$ cat config.mk
export PLATFORM = sky130hd
export DESIGN_NAME = punc_control
export DESIGN_NICKNAME = d
export VERILOG_FILES = /design/src/rtl/punc_control.sv
export SDC_FILE = /design/constraint.sdc
export NUM_CORES = 1
export LEC_CHECK = 0
export BUFFER_PORTS_ARGS = -buffer_cell sky130_fd_sc_hd__clkbuf_2
export CAP_MARGIN = 25
export CORE_AREA = 2 2 39 41
export CTS_CLUSTER_DIAMETER = 200
export CTS_CLUSTER_SIZE = 30
export DETAILED_ROUTE_END_ITERATION = 8
export DIE_AREA = 0 0 41 43
export GPL_TIMING_DRIVEN = 0
export SKIP_CTS_REPAIR_TIMING = 1
export SLEW_MARGIN = 20
export SYNTH_ARGS = -nofsm -noshare
export SYNTH_HDL_FRONTEND = slang
export SYNTH_SLANG_ARGS = --single-unit
export TNS_END_PERCENT = 20
$ cat constraint.sdc
create_clock -name clk -period 3 [get_ports clk]
set_clock_uncertainty 0.15 [all_clocks]
set_input_delay 0.9 -clock clk [delete_from_list [all_inputs] [get_ports clk]]
set_output_delay 0.9 -clock clk [all_outputs]
set_load 0.01 [all_outputs]
$ cat src/rtl/punc_control.sv
// punc_control: fetch/decode/execute sequencer for the PUnC LC3 datapath.
// State is registered; every CNTRL_* output is decoded from the current
// state and op_code, with reset forcing the FETCH view of the outputs.
// Optional feature: define PUNC_INSTR_COUNT_EN to add a retired-instruction
// counter on output instr_count.
module punc_control (
    input  logic        clk,
    input  logic        rst,
    input  logic [3:0]  op_code,
    output logic [2:0]  CNTRL_state,
    output logic        CNTRL_ir_w_en,
    output logic        CNTRL_pc_w_en,
    output logic        CNTRL_regfiles_w_en,
    output logic        CNTRL_memory_w_en,
    output logic        CNTRL_status_w_en,
    output logic        CNTRL_OC_LDI_first,
    output logic        CNTRL_OC_LDI_second,
    output logic        halted
`ifdef PUNC_INSTR_COUNT_EN
    ,
    output logic [15:0] instr_count
`endif
);

    localparam logic [3:0] OP_BR   = 4'b0000;
    localparam logic [3:0] OP_ADD  = 4'b0001;
    localparam logic [3:0] OP_LD   = 4'b0010;
    localparam logic [3:0] OP_ST   = 4'b0011;
    localparam logic [3:0] OP_JSR  = 4'b0100;
    localparam logic [3:0] OP_AND  = 4'b0101;
    localparam logic [3:0] OP_LDR  = 4'b0110;
    localparam logic [3:0] OP_STR  = 4'b0111;
    localparam logic [3:0] OP_NOT  = 4'b1001;
    localparam logic [3:0] OP_LDI  = 4'b1010;
    localparam logic [3:0] OP_STI  = 4'b1011;
    localparam logic [3:0] OP_JMP  = 4'b1100;
    localparam logic [3:0] OP_LEA  = 4'b1110;
    localparam logic [3:0] OP_TRAP = 4'b1111;

    typedef enum logic [2:0] {
        S_FETCH  = 3'd0,
        S_DECODE = 3'd1,
        S_EXEC   = 3'd2,
        S_EXEC2  = 3'd3,
        S_HALT   = 3'd4
    } state_t;

    state_t state;
    state_t state_next;

    // Next-state selection; op_code is only consulted while in EXEC.
    always_comb begin
        state_next = state;
        case (state)
            S_FETCH:  state_next = S_DECODE;
            S_DECODE: state_next = S_EXEC;
            S_EXEC: begin
                if (op_code == OP_LDI)       state_next = S_EXEC2;
                else if (op_code == OP_TRAP) state_next = S_HALT;
                else                         state_next = S_FETCH;
            end
            S_EXEC2:  state_next = S_FETCH;
            S_HALT:   state_next = S_HALT;
            default:  state_next = S_FETCH;
        endcase
    end

    // State register; reset wins from any state, including HALT and EXEC2.
    always_ff @(posedge clk) begin
        if (rst) state <= S_FETCH;
        else     state <= state_next;
    end

    // Output decode; while rst is high the outputs look like an idle FETCH.
    always_comb begin
        CNTRL_state         = 3'b001;
        CNTRL_ir_w_en       = 1'b0;
        CNTRL_pc_w_en       = 1'b0;
        CNTRL_regfiles_w_en = 1'b0;
        CNTRL_memory_w_en   = 1'b0;
        CNTRL_status_w_en   = 1'b0;
        CNTRL_OC_LDI_first  = 1'b0;
        CNTRL_OC_LDI_second = 1'b0;
        halted              = 1'b0;
        if (!rst) begin
            case (state)
                S_FETCH: CNTRL_state = 3'b001;
                S_DECODE: begin
                    CNTRL_state   = 3'b010;
                    CNTRL_ir_w_en = 1'b1;
                    CNTRL_pc_w_en = 1'b1;
                end
                S_EXEC: begin
                    CNTRL_state = 3'b100;
                    case (op_code)
                        OP_ADD, OP_AND, OP_NOT, OP_LD, OP_LDR: begin
                            CNTRL_regfiles_w_en = 1'b1;
                            CNTRL_status_w_en   = 1'b1;
                        end
                        OP_LEA: CNTRL_regfiles_w_en = 1'b1;
                        OP_JSR: begin
                            CNTRL_regfiles_w_en = 1'b1;
                            CNTRL_pc_w_en       = 1'b1;
                        end
                        OP_BR, OP_JMP:         CNTRL_pc_w_en      = 1'b1;
                        OP_ST, OP_STR, OP_STI: CNTRL_memory_w_en  = 1'b1;
                        OP_LDI:                CNTRL_OC_LDI_first = 1'b1;
                        default: ;  // TRAP, RTI, reserved: no enables
                    endcase
                end
                S_EXEC2: begin
                    CNTRL_state         = 3'b100;
                    CNTRL_OC_LDI_second = 1'b1;
                    CNTRL_regfiles_w_en = 1'b1;
                    CNTRL_status_w_en   = 1'b1;
                end
                S_HALT: begin
                    CNTRL_state = 3'b000;
                    halted      = 1'b1;
                end
                default: CNTRL_state = 3'b001;
            endcase
        end
    end

`ifdef PUNC_INSTR_COUNT_EN
    // Retire counter: bumps on every exit from EXEC/EXEC2 that ends an
    // instruction (LDI's first EXEC does not count), wraps naturally.
    always_ff @(posedge clk) begin
        if (rst)
            instr_count <= 16'h0000;
        else if ((state == S_EXEC && op_code != OP_LDI) || state == S_EXEC2)
            instr_count <= instr_count + 16'h0001;
    end
`endif

endmodule
==> impl_metrics.csv <==
group,metric,value,unit
run_status,status,"complete, no violations",
detailed_routing,wl_met2,423,um
finish,diodes,0,
finish,final_cells,76,
finish,n_fill_cell,154,
critical_path,cp.required,1.95,ns
global_routing,grt_pass1_vias,301,
global_routing,grt_pass1_wl,1140,um
logic_synthesis,synth-edff-count,0,
finish,top_register,"state",
logic_synthesis,synth_warnings,0,
finish,multi_input_area,251,um^2
critical_path,cp_slowest_cell,"o41ai_2",
logic_synthesis,syn_area_per_cell,8.54,um^2
critical_path,worst-setup-path-type,"input pin to output pin",
logic_synthesis,seq_area_frac_synth,17.1,%
floorplanning,dieArea,0.00176,mm^2
global_routing,grtUsageTotal,9.74,%
floorplanning,fp.dieH,43,um
detailed_routing,final_antenna_net_count,0,
logic_synthesis,ys_ff_latch,3,
critical_path,crit_arrival,1.83,ns
min_path,hp-class,"flip-flop to flip-flop",
timing,post-route-min-period,2.88,ns
timing,fmax,348,MHz
detailed_routing,drt_iter0_drc,3,
clocking,cts_root_buffer,"clkbuf_4",
detailed_routing,wl_met3,44,um
logic_synthesis,synth_common_cells,"dfxtp_1 (3), nand2_1 (3), nor2_1 (3)",
floorplanning,die_width,41,um
detailed_routing,top_layer_used,"met3",
timing,drv_slew,0,
global_routing,grt_start_max_net_pins,10,
critical_path,crit_family,"buffers and inverters",
floorplanning,initial_core_util,25.3,%
logic_synthesis,synth_cells,41,
finish,ff_latch_area,60.1,um^2
critical_path,end_kind,"output pin",
timing,finalHoldViolations,0,
floorplanning,io_pins,17,
power,power_density,342,mW/mm^2
detailed_routing,vias_per_cell,4.80,
logic_synthesis,async_flop_share,0,%
clocking,clk_latency,0.23,ns
critical_path,cp_cell_sequence,"clkbuf_2, nor2_2, nand3b_1, o41ai_2, clkbuf_2",
finish,nets,67,
job,drv_cap,0,
clocking,cts_made_buffers,3,
finish,syn_to_final_growth,34.6,%
place,gp_congestion,0.636,
detailed_routing,dr_total_vias,365,
logic_synthesis,ys.flop_type,"dfxtp_1",
place,hpwl,651,um
logic_synthesis,synth.top_cells.by_area,"dfxtp_1 (17%), nand3b_4 (5.7%), nor3_2 (5.7%)",
critical_path,critPathMostFrequentCell,"clkbuf_2",
clocking,cts_tree,"yes",
clocking,path_clk_slew,0.04,ns
floorplanning,placeableCoreArea,0.00138,mm^2
clocking,cts.sinks,3,
clocking,clockBufferDepth,2,
finish,largest_reg_flops,3,
critical_path,startpoint_type,"input pin",
critical_path,rr_startpoint,"state[1]",
logic_synthesis,yosysTopAreaCell,"dfxtp_1",
finish,top_regs,"state x3",
logic_synthesis,synth_cell_types,29,
global_routing,antenna_found_initial,0,
detailed_routing,drt-met1-wl,320,um
finish,drive_gt1_share,51.7,%
critical_path,crit_buf_inv,2,
place,placedCellCount,72,
min_path,hp-start,"state[2]",
detailed_routing,firstDrtPassIters,4,
floorplanning,row_count,14,
global_routing,grt-ovfl-total,0,
logic_synthesis,syn_nets,47,
critical_path,max_stage_delay,0.30,ns
critical_path,cp-startpoint,"rst",
critical_path,path_max_fanout,7,
detailed_routing,routed_wl,789,um
timing,setup_viol,0,
detailed_routing,post_drt_wl_per_cell,10.4,um
clocking,cts-htree-levels,1,
detailed_routing,drcViolationCount,0,
logic_synthesis,synth_top_area_share,17.1,%
power,irDropWorstVdd,155,uV
power,leakagePower,0.000221,uW
place,port_buffers,15,
timing,slew_headroom,80.2,%
timing,tns,0,ns
place,pre_cts_slack,0.111,ns
timing,setup_ws,0.124,ns
timing,timing.final.crit_share,95.9,%
logic_synthesis,syn_area,350,um^2
timing,rsz0062_at_grt,"false",
timing,worst_slew_pin_slew,0.296,ns
==> path summary, 6_finish.rpt <==
path | slack [ns] | cells past startpoint | to
setup / recovery | 0.12 | 5 | CNTRL_pc_w_en
hold / removal | 0.40 | 2 | state[0]
setup reg to reg | 1.78 | 4 | state[2]
hold reg to reg | 0.40 | 2 | state[0]
==> metrics by stage <==
| stage | total power (uW) | cell area, um^2 | util, % | hold slack [ns] |
|---|---|---|---|---|
| floorplan | 76.7 | 350 | - | 0.372 |
| global placement | 91.4 | 445 | 32.2 | 0.388 |
| CTS | 166 | 472 | 34.1 | 0.405 |
| detailed placement | 93.0 | 445 | 32.2 | 0.401 |
| global route | 171 | 472 | 34.1 | 0.413 |
| finish | 161 | 472 | 34.1 | 0.399 |
==> worst min-delay path: stages, from the launching register on <==
cell and delay [ns]:
dfxtp_1 0.31, buf_6 0.13, a2111oi_2 0.05
==> logic make-up after synthesis <==
family / Yosys count / share of synthesized area, %
and+or+nand+nor: 22 / 46.8
DFF: 3 / 17.1
xor gates and xnor gates: 1 / 2.50
AOI/OAI and AO/OA: 9 / 22.5
buffers and inverters: 6 / 11.1
==> layout by cell type (no fill, tap or decap), types with 2 or more instances in the layout <==
master,Yosys,routed
nor3_1,2,2
o221ai_1,2,2
clkbuf_4,0,3
nand2_1,3,3
buf_4,2,2
a21oi_1,2,2
nand3b_1,2,2
nor3_2,2,2
nor2_1,3,3
dfxtp_1,3,3
clkbuf_2,0,15
==> final cells by class <==
class	instances	share of cell area (%)
Clock buffer	4	5.57
Timing Repair Buffer	15	15.9
Multi-Input combinational cell	32	53.3
Buffer	4	6.63
Sequential cell	3	12.7
Inverter	2	1.59
Tap cell	16	4.24
==> per-layer routing <==
metal  vias to the layer above  global-route usage, %
met5                         -                      0
met4                         0                   8.00
met3                         0                   1.57
met2                        10                   17.2
met1                       167                   8.68
li1                        188                      -
==> where the power goes <==
part	internal, uW	switching (uW)
Sequential	42.5	2.50
Combinational	20.9	25.5
Clock	49.8	19.9
Power figures use the tool's default switching activity.
